`config.mk`:
```
export PLATFORM = sky130hd
export DESIGN_NAME = hazard_stall_ctrl_flat
export DESIGN_NICKNAME = d
export VERILOG_FILES = /design/src/rtl/hazard_stall_ctrl_pkg.sv /design/src/rtl/hazard_stall_ctrl_if.sv /design/src/rtl/hazard_stall_ctrl_hazard_detect.sv /design/src/rtl/hazard_stall_ctrl.sv /design/src/flat_wrapper.sv
export SDC_FILE = /design/constraint.sdc
export NUM_CORES = 1
export LEC_CHECK = 0
export BUFFER_PORTS_ARGS = -buffer_cell sky130_fd_sc_hd__clkbuf_2
export CORE_MARGIN = 2
export CORE_UTILIZATION = 51
export DETAILED_ROUTE_END_ITERATION = 10
export GPL_TIMING_DRIVEN = 0
export PLACE_DENSITY = 0.82
export SLEW_MARGIN = 20
export SYNTH_ARGS = -nofsm -noshare
export SYNTH_HDL_FRONTEND = slang
export SYNTH_HIERARCHICAL = 1
export SYNTH_SLANG_ARGS = --single-unit
```
`constraint.sdc`:
```
create_clock -name clk -period 3.3 [get_ports clk]
set_input_delay 0.33 -clock clk [delete_from_list [all_inputs] [get_ports clk]]
set_output_delay 0.33 -clock clk [all_outputs]
set_load 0.03 [all_outputs]
```
`src/rtl/hazard_stall_ctrl_pkg.sv`:
```
// ---------------------------------------------------------------------------
// hazard_stall_ctrl_pkg
// Shared definitions for the WISC-F24 decode-stage hazard controller:
//   - controller FSM state encoding
//   - stall lengths for each hazard class that forwarding cannot cover
//   - drain length after HLT, and a small max helper for the 2-bit N value
// ---------------------------------------------------------------------------
package hazard_stall_ctrl_pkg;

  typedef enum logic [1:0] {
    ST_RUN    = 2'd0,
    ST_STALL  = 2'd1,
    ST_DRAIN  = 2'd2,
    ST_HALTED = 2'd3
  } state_e;

  // Stall cycles required by each hazard class.
  localparam logic [1:0] STALL_LOAD   = 2'd1;
  localparam logic [1:0] STALL_FLAG   = 2'd1;
  localparam logic [1:0] STALL_BR_EX  = 2'd2;
  localparam logic [1:0] STALL_BR_MEM = 2'd1;

  // Value loaded into rem on entering DRAIN: DRAIN spans rem = 2, 1, 0.
  localparam logic [1:0] DRAIN_REM    = 2'd2;

  function automatic logic [1:0] max2(input logic [1:0] a, input logic [1:0] b);
    return (a > b) ? a : b;
  endfunction

endpackage

```
`src/rtl/hazard_stall_ctrl_if.sv`:
```
// ---------------------------------------------------------------------------
// hazard_stall_ctrl_if
// Bundles the pipeline-stage signals seen by the hazard controller and the
// control outputs it returns to the pipeline.
//   master : pipeline side (drives stage info, receives enables/flush/bubble)
//   slave  : hazard controller side
// Signals:
//   if_id_*      instruction in decode (rs/rt ids, valid, operand/type flags)
//   id_ex_*      instruction in execute (rd, write_reg, mem_read, sets_flags)
//   ex_mem_*     instruction in memory (rd, write_reg)
//   branch_taken decode-stage branch resolved taken
//   pc_write, if_id_write, if_id_flush, id_ex_bubble, halted, stall_count
// ---------------------------------------------------------------------------
interface hazard_stall_ctrl_if #(
  parameter int CNT_W = 16
);

  logic [3:0]       if_id_rs;
  logic [3:0]       if_id_rt;
  logic             if_id_valid;
  logic             if_id_uses_rt;
  logic             if_id_is_store;
  logic             if_id_branch;
  logic             if_id_branch_reg;
  logic             if_id_halt;

  logic [3:0]       id_ex_rd;
  logic             id_ex_write_reg;
  logic             id_ex_mem_read;
  logic             id_ex_sets_flags;

  logic [3:0]       ex_mem_rd;
  logic             ex_mem_write_reg;

  logic             branch_taken;

  logic             pc_write;
  logic             if_id_write;
  logic             if_id_flush;
  logic             id_ex_bubble;
  logic             halted;
  logic [CNT_W-1:0] stall_count;

  modport master (
    output if_id_rs, if_id_rt, if_id_valid, if_id_uses_rt, if_id_is_store,
           if_id_branch, if_id_branch_reg, if_id_halt,
           id_ex_rd, id_ex_write_reg, id_ex_mem_read, id_ex_sets_flags,
           ex_mem_rd, ex_mem_write_reg, branch_taken,
    input  pc_write, if_id_write, if_id_flush, id_ex_bubble, halted, stall_count
  );

  modport slave (
    input  if_id_rs, if_id_rt, if_id_valid, if_id_uses_rt, if_id_is_store,
           if_id_branch, if_id_branch_reg, if_id_halt,
           id_ex_rd, id_ex_write_reg, id_ex_mem_read, id_ex_sets_flags,
           ex_mem_rd, ex_mem_write_reg, branch_taken,
    output pc_write, if_id_write, if_id_flush, id_ex_bubble, halted, stall_count
  );

endinterface

```
`src/rtl/hazard_stall_ctrl_hazard_detect.sv`:
```
// ---------------------------------------------------------------------------
// hazard_detect
// Purely combinational: maps the decode/execute/memory stage information to
// the number of stall cycles N (0..2) required before the instruction in
// decode may proceed. N is the maximum over all hazard classes.
// Ports:
//   if_id_*  : decode instruction fields
//   id_ex_*  : execute-stage producer info
//   ex_mem_* : memory-stage producer info
//   need     : required stall cycles
// ---------------------------------------------------------------------------
module hazard_detect
  import hazard_stall_ctrl_pkg::*;
(
  input  logic [3:0] if_id_rs,
  input  logic [3:0] if_id_rt,
  input  logic       if_id_valid,
  input  logic       if_id_uses_rt,
  input  logic       if_id_is_store,
  input  logic       if_id_branch,
  input  logic       if_id_branch_reg,
  input  logic [3:0] id_ex_rd,
  input  logic       id_ex_write_reg,
  input  logic       id_ex_mem_read,
  input  logic       id_ex_sets_flags,
  input  logic [3:0] ex_mem_rd,
  input  logic       ex_mem_write_reg,
  output logic [1:0] need
);

  logic load_use;
  logic flag_dep;
  logic br_ex;
  logic br_mem;

  always_comb begin
    // Register ids are compared raw; R0 is not special, matching forwarding.
    // SW store data (rt) is exempt: MEM-to-MEM forwarding supplies it.
    load_use = id_ex_mem_read && id_ex_write_reg &&
               ((id_ex_rd == if_id_rs) ||
                ((id_ex_rd == if_id_rt) && if_id_uses_rt && !if_id_is_store));
    flag_dep = if_id_branch && id_ex_sets_flags;
    // BR reads rs in decode; the register bypass only reaches from MEM/WB,
    // so producers in EX and EX/MEM both have to be waited out.
    br_ex    = if_id_branch_reg && id_ex_write_reg && (id_ex_rd == if_id_rs);
    br_mem   = if_id_branch_reg && ex_mem_write_reg && (ex_mem_rd == if_id_rs);

    need = 2'd0;
    if (if_id_valid) begin
      if (load_use) need = max2(need, STALL_LOAD);
      if (flag_dep) need = max2(need, STALL_FLAG);
      if (br_ex)    need = max2(need, STALL_BR_EX);
      if (br_mem)   need = max2(need, STALL_BR_MEM);
    end
  end

endmodule

```
`src/rtl/hazard_stall_ctrl.sv`:
```
// ---------------------------------------------------------------------------
// hazard_stall_ctrl
// Decode-stage hazard controller for the five-stage WISC-F24 core.
// Holds PC and IF/ID and bubbles ID/EX for hazards forwarding cannot cover,
// flushes IF/ID on taken branches, drains the pipeline on HLT and keeps a
// saturating count of stall cycles.
// Ports:
//   clk   : clock
//   rst_n : asynchronous active-low reset
//   bus   : stage inputs and control outputs (hazard_stall_ctrl_if.slave)
// Outputs are combinational from the inputs and registered state, so a
// hazard is acted on in the cycle it is detected.
// ---------------------------------------------------------------------------
module hazard_stall_ctrl
  import hazard_stall_ctrl_pkg::*;
#(
  parameter int CNT_W = 16
) (
  input  logic                 clk,
  input  logic                 rst_n,
  hazard_stall_ctrl_if.slave   bus
);

  state_e           state_q, state_d;
  logic [1:0]       rem_q, rem_d;
  logic             halted_q, halted_d;
  logic [CNT_W-1:0] count_q, count_d;

  logic [1:0]       need;
  logic             stall;
  logic             pc_write;
  logic             if_id_write;
  logic             if_id_flush;
  logic             id_ex_bubble;

  hazard_detect u_detect (
    .if_id_rs         (bus.if_id_rs),
    .if_id_rt         (bus.if_id_rt),
    .if_id_valid      (bus.if_id_valid),
    .if_id_uses_rt    (bus.if_id_uses_rt),
    .if_id_is_store   (bus.if_id_is_store),
    .if_id_branch     (bus.if_id_branch),
    .if_id_branch_reg (bus.if_id_branch_reg),
    .id_ex_rd         (bus.id_ex_rd),
    .id_ex_write_reg  (bus.id_ex_write_reg),
    .id_ex_mem_read   (bus.id_ex_mem_read),
    .id_ex_sets_flags (bus.id_ex_sets_flags),
    .ex_mem_rd        (bus.ex_mem_rd),
    .ex_mem_write_reg (bus.ex_mem_write_reg),
    .need             (need)
  );

  always_comb begin
    state_d      = state_q;
    rem_d        = rem_q;
    halted_d     = halted_q;
    stall        = 1'b0;
    pc_write     = 1'b1;
    if_id_write  = 1'b1;
    if_id_flush  = 1'b0;
    id_ex_bubble = 1'b0;

    case (state_q)
      ST_RUN: begin
        if (need != 2'd0) begin
          // The detection cycle is itself the first stall cycle.
          stall = 1'b1;
          rem_d = need - 2'd1;
          if (need > 2'd1) state_d = ST_STALL;
        end else if (bus.branch_taken) begin
          if_id_flush = 1'b1;
        end else if (bus.if_id_halt && bus.if_id_valid) begin
          // HLT moves on into ID/EX this cycle; fetch is frozen from here on.
          pc_write    = 1'b0;
          if_id_write = 1'b0;
          rem_d       = DRAIN_REM;
          state_d     = ST_DRAIN;
        end
      end

      ST_STALL: begin
        // Decode inputs are ignored; decode re-evaluates once back in RUN.
        stall = 1'b1;
        if (rem_q <= 2'd1) begin
          rem_d   = 2'd0;
          state_d = ST_RUN;
        end else begin
          rem_d = rem_q - 2'd1;
        end
      end

      ST_DRAIN: begin
        // Bubble keeps the HLT still held in IF/ID from being reissued.
        pc_write     = 1'b0;
        if_id_write  = 1'b0;
        id_ex_bubble = 1'b1;
        if (rem_q == 2'd0) begin
          state_d  = ST_HALTED;
          halted_d = 1'b1;
        end else begin
          rem_d = rem_q - 2'd1;
        end
      end

      ST_HALTED: begin
        pc_write     = 1'b0;
        if_id_write  = 1'b0;
        id_ex_bubble = 1'b1;
      end

      default: begin
        state_d = ST_RUN;
        rem_d   = 2'd0;
      end
    endcase

    if (stall) begin
      pc_write     = 1'b0;
      if_id_write  = 1'b0;
      id_ex_bubble = 1'b1;
      if_id_flush  = 1'b0;
    end
  end

  always_comb begin
    count_d = count_q;
    if (stall && (count_q != {CNT_W{1'b1}})) begin
      count_d = count_q + {{(CNT_W-1){1'b0}}, 1'b1};
    end
  end

  always_ff @(posedge clk or negedge rst_n) begin
    if (!rst_n) begin
      state_q  <= ST_RUN;
      rem_q    <= 2'd0;
      halted_q <= 1'b0;
      count_q  <= '0;
    end else begin
      state_q  <= state_d;
      rem_q    <= rem_d;
      halted_q <= halted_d;
      count_q  <= count_d;
    end
  end

  assign bus.pc_write     = pc_write;
  assign bus.if_id_write  = if_id_write;
  assign bus.if_id_flush  = if_id_flush;
  assign bus.id_ex_bubble = id_ex_bubble;
  assign bus.halted       = halted_q;
  assign bus.stall_count  = count_q;

endmodule

```
`src/flat_wrapper.sv`:
```
// flat-port wrapper written by rule: the top's interface ports become plain ports
module hazard_stall_ctrl_flat import hazard_stall_ctrl_pkg::*;
#(
  parameter int CNT_W = 16
)
  (clk, rst_n, bus_if_id_rs, bus_if_id_rt, bus_if_id_valid, bus_if_id_uses_rt, bus_if_id_is_store, bus_if_id_branch, bus_if_id_branch_reg, bus_if_id_halt, bus_id_ex_rd, bus_id_ex_write_reg, bus_id_ex_mem_read, bus_id_ex_sets_flags, bus_ex_mem_rd, bus_ex_mem_write_reg, bus_branch_taken, bus_pc_write, bus_if_id_write, bus_if_id_flush, bus_id_ex_bubble, bus_halted, bus_stall_count);
  hazard_stall_ctrl_if #(.CNT_W(CNT_W)) bus_i ();
  input  logic clk;
  input  logic rst_n;
  input wire logic [$bits(bus_i.if_id_rs)-1:0] bus_if_id_rs;
  input wire logic [$bits(bus_i.if_id_rt)-1:0] bus_if_id_rt;
  input wire logic [$bits(bus_i.if_id_valid)-1:0] bus_if_id_valid;
  input wire logic [$bits(bus_i.if_id_uses_rt)-1:0] bus_if_id_uses_rt;
  input wire logic [$bits(bus_i.if_id_is_store)-1:0] bus_if_id_is_store;
  input wire logic [$bits(bus_i.if_id_branch)-1:0] bus_if_id_branch;
  input wire logic [$bits(bus_i.if_id_branch_reg)-1:0] bus_if_id_branch_reg;
  input wire logic [$bits(bus_i.if_id_halt)-1:0] bus_if_id_halt;
  input wire logic [$bits(bus_i.id_ex_rd)-1:0] bus_id_ex_rd;
  input wire logic [$bits(bus_i.id_ex_write_reg)-1:0] bus_id_ex_write_reg;
  input wire logic [$bits(bus_i.id_ex_mem_read)-1:0] bus_id_ex_mem_read;
  input wire logic [$bits(bus_i.id_ex_sets_flags)-1:0] bus_id_ex_sets_flags;
  input wire logic [$bits(bus_i.ex_mem_rd)-1:0] bus_ex_mem_rd;
  input wire logic [$bits(bus_i.ex_mem_write_reg)-1:0] bus_ex_mem_write_reg;
  input wire logic [$bits(bus_i.branch_taken)-1:0] bus_branch_taken;
  output wire logic [$bits(bus_i.pc_write)-1:0] bus_pc_write;
  output wire logic [$bits(bus_i.if_id_write)-1:0] bus_if_id_write;
  output wire logic [$bits(bus_i.if_id_flush)-1:0] bus_if_id_flush;
  output wire logic [$bits(bus_i.id_ex_bubble)-1:0] bus_id_ex_bubble;
  output wire logic [$bits(bus_i.halted)-1:0] bus_halted;
  output wire logic [$bits(bus_i.stall_count)-1:0] bus_stall_count;
  assign bus_i.if_id_rs = bus_if_id_rs;
  assign bus_i.if_id_rt = bus_if_id_rt;
  assign bus_i.if_id_valid = bus_if_id_valid;
  assign bus_i.if_id_uses_rt = bus_if_id_uses_rt;
  assign bus_i.if_id_is_store = bus_if_id_is_store;
  assign bus_i.if_id_branch = bus_if_id_branch;
  assign bus_i.if_id_branch_reg = bus_if_id_branch_reg;
  assign bus_i.if_id_halt = bus_if_id_halt;
  assign bus_i.id_ex_rd = bus_id_ex_rd;
  assign bus_i.id_ex_write_reg = bus_id_ex_write_reg;
  assign bus_i.id_ex_mem_read = bus_id_ex_mem_read;
  assign bus_i.id_ex_sets_flags = bus_id_ex_sets_flags;
  assign bus_i.ex_mem_rd = bus_ex_mem_rd;
  assign bus_i.ex_mem_write_reg = bus_ex_mem_write_reg;
  assign bus_i.branch_taken = bus_branch_taken;
  assign bus_pc_write = bus_i.pc_write;
  assign bus_if_id_write = bus_i.if_id_write;
  assign bus_if_id_flush = bus_i.if_id_flush;
  assign bus_id_ex_bubble = bus_i.id_ex_bubble;
  assign bus_halted = bus_i.halted;
  assign bus_stall_count = bus_i.stall_count;
  hazard_stall_ctrl #(.CNT_W(CNT_W)) u_core (.clk(clk), .rst_n(rst_n), .bus(bus_i));
endmodule
```
==> results.json <==
{
  "r2r-start": "u_core/state_q[0]$_DFFE_PN0P_",
  "synth_top_area_cell": "dfrtp_1",
  "clock-skew-final_ns": 0.00770,
  "worstSetupEndpointType": "primary output",
  "place.gp.congestion": 0.801,
  "crit_path_cell_trace": "clkbuf_2 -> xor2_1 -> nor4_1 -> a32o_1 -> o311a_1 -> inv_1 -> ha_1 -> and2b_1 -> nor2_1 -> o21ai_0 -> o21ba_2 -> buf_4 -> clkbuf_2",
  "portBuffers": 49,
  "reg2reg_slack_ns": 1.39,
  "multi_input_area_um2": 1040,
  "wl_um": 3290,
  "synth_top_area_share_pct": 32.6,
  "hp-start": "u_core/bus.halted$_DFFE_PN0P_",
  "use_met1_pct": 21.8,
  "hpwl_um": 2650,
  "cp.arrival_ns": 2.79,
  "grt_usage_pct": 18.8,
  "slew_headroom_pct": 60.8,
  "power_density_nw_per_um2": 222,
  "die_h_um": 60.2,
  "grt_pass1_vias": 1232,
  "cts_tree": "built",
  "ir_drop_v": 0.000164,
  "startpoint_type": "input port",
  "place_inst": 247,
  "setup.worst_path.class": "in -> out",
  "fmax_mhz": 320,
  "cts_made_buffers": 3,
  "hold_class": "reg -> reg",
  "rows": 20,
  "synthTopCellsByArea": "dfrtp_1 33%, ha_1 12%, xor2_1 11%, mux2_4 2.8%, xnor2_1 2.7%",
  "synthTopCellsByCount": "21 x dfrtp_1, 20 x xor2_1, 15 x ha_1",
  "hold_ws_ns": 0.483,
  "htreeDepth": 1,
  "ff2ff_path_depth": 5,
  "drc_errors": 0,
  "postLayoutCellArea_um2": 1950,
  "min_path_cells": 1,
  "yosysWarnings": 6,
  "grt_busiest_layer": "met2",
  "die-area_um2": 3620,
  "avgSynthCellArea_um2": 10.5,
  "crit_required_ns": 2.97,
  "synth_seq_cells": 21,
  "dieWidth_um": 60.2,
  "slew_viol_final": 0,
  "period_needed_ns": 3.12,
  "worstPathMaxFanout": 5,
  "setup_tns_ns": 0,
  "worstMarginPinSlew_ns": 0.586,
  "drt_pass1_iterations": 4,
  "cts_sinks": 21,
  "start_util_pct": 53.2,
  "wl_per_cell_um": 13.0,
  "syn_area_um2": 1610,
  "rsz0062_at_grt": "no",
  "vias": 1324,
  "clk_pin_slew_ns": 0.12,
  "core_area_um2": 3030,
  "viasPerCell": 5.25,
  "antenna_found_initial": 0,
  "antenna_left": 0,
  "grt_overflow": 0,
  "regArea_um2": 526,
  "grtUsageMet2_pct": 34.3,
  "drtIter0Drc": 62,
  "place_area_um2": 1910,
  "maxCapViolCount": 0,
  "synth_edf_count": 0,
  "period_share_pct": 94.7,
  "synthCells": 154,
  "post_cts_resize_count": 0,
  "synth_flop_cell": "dfrtp_1",
  "ys_seq_area_share_pct": 32.6,
  "crit_path_max_incr_delay_ns": 0.36,
  "total_power_mw": 0.433,
  "crit_slowest_cell": "o311a_1",
  "status": "complete, no violations",
  "diodes": 0,
  "cts_setup_buffers": 0,
  "yosysMostFrequentCell": "dfrtp_1",
  "whs_endpoint": "u_core/bus.halted$_DFFE_PN0P_",
  "grt_pass1_wl_um": 5140,
  "synth_cell_types": 43,
  "grt_use_met3_pct": 3.25,
  "p_leak_nw": 1.08,
  "fin_nets": 253,
  "ios": 50,
  "fillerInstances": 261,
  "hold_violations": 0,
  "grt_max_degree": 22,
  "area_growth_syn_to_layout_pct": 21.0,
  "drive_gt1_share_pct": 35.1,
  "syn_nets": 198,
  "cts_buffer_depth": 2,
  "worstSkewPairLatency_ns": 0.30,
  "ctsRootBufferMaster": "clkbuf_4",
  "r2r_end": "u_core/state_q[1]$_DFFE_PN0P_",
  "final_cells": 252,
  "async_flop_share_pct": 100,
  "path_common_cell": "clkbuf_2",
  "setup_violations": 0
}
[routing by layer]
| metal | share of wire [%] | wire length [um] | up-vias |
|---|---|---|---|
| li1 | - | - | 662 |
| met1 | 43 | 1400 | 617 |
| met2 | 51 | 1690 | 41 |
| met3 | 5.2 | 172 | 4 |
| met4 | 0.70 | 23 | 0 |
| met5 | 0 | 0 | - |
[flip-flops by register name (all words and copies together), names as in the netlist]
signal	cells
u_core/state_q	2
u_core/bus.halted	1
u_core/rem_q	2
u_core/bus.stall_count	16
[layout by cell type (no fill, tap or decap), types with 3 or more instances in the layout]
master,instances
a21oi_1,3
clkbuf_2,49
clkbuf_4,3
dfrtp_1,21
ha_1,15
inv_1,11
mux2_4,3
nand2_1,8
nand3_1,8
nor2_1,11
nor3_1,4
nor3_2,3
nor4_1,5
o21ai_0,4
xnor2_1,5
xor2_1,20
[final cells by class]
cell class                      instances  area share, %
Tap cell                               44           2.83
Buffer                                  1          0.385
Multi-Input combinational cell        121           53.2
Inverter                               11           2.12
Clock buffer                            3           1.16
Sequential cell                        21           27.0
Clock inverter                          1          0.257
Timing Repair Buffer                   50           13.1
[timing repair]
item	in CTS	in global routing
setup endpoints to repair	0	0
hold endpoints to repair	21	0
hold buffers	1	0
[worst max-delay path by stage]
stage,startpoint,to,slack [ns],depth (start not counted)
2_1_floorplan,bus_id_ex_rd[3],bus_pc_write,0.52,11
3_3_place_gp,bus_id_ex_rd[2],bus_pc_write,0.22,13
3_5_place_dp,bus_id_ex_rd[3],bus_pc_write,0.18,13
4_1_cts,bus_id_ex_rd[3],bus_pc_write,0.18,13
5_1_grt,bus_id_ex_rd[3],bus_pc_write,0.008,13
6_report,bus_id_ex_rd[3],bus_pc_write,0.18,13
[metrics by stage]
step | util (%) | setup slack [ns]
after floorplan | - | 0.520
after global placement | 63.1 | 0.220
after detailed placement | 63.1 | 0.181
after CTS | 64.3 | 0.178
after global routing | 64.3 | 0.00842
final | 64.3 | 0.176
[logic make-up after synthesis]
logic type,Yosys count,share of synthesized area [%]
and+or+nand+nor,55,24.0
xor gates and xnor gates,25,13.6
buffers and inverters,12,3.03
muxes,5,4.20
adders and majority gates,15,11.7
AOI/OAI and AO/OA,21,10.9
DFF,21,32.6
[worst max-delay path: cells and delay by family]
kind	cells	cell delay (ns)
adder cells (fa/ha/maj)	1	0.17
AND/OR/NAND/NOR	3	0.62
buffers and inverters	4	0.50
AO/OA/AOI/OAI	4	1.01
XOR/XNOR	1	0.16
[where the power goes]
| part | leakage (nW) | internal [mW] | total, mW | switching (mW) |
|---|---|---|---|---|
| clock | 0.0177 | 0.0452 | 0.125 | 0.0793 |
| sequential | 0.273 | 0.257 | 0.257 | 0.000110 |
| combinational | 0.786 | 0.0257 | 0.0508 | 0.0251 |
| total | 1.08 | 0.328 | 0.433 | 0.105 |
(Power assumes the default switching activity.)
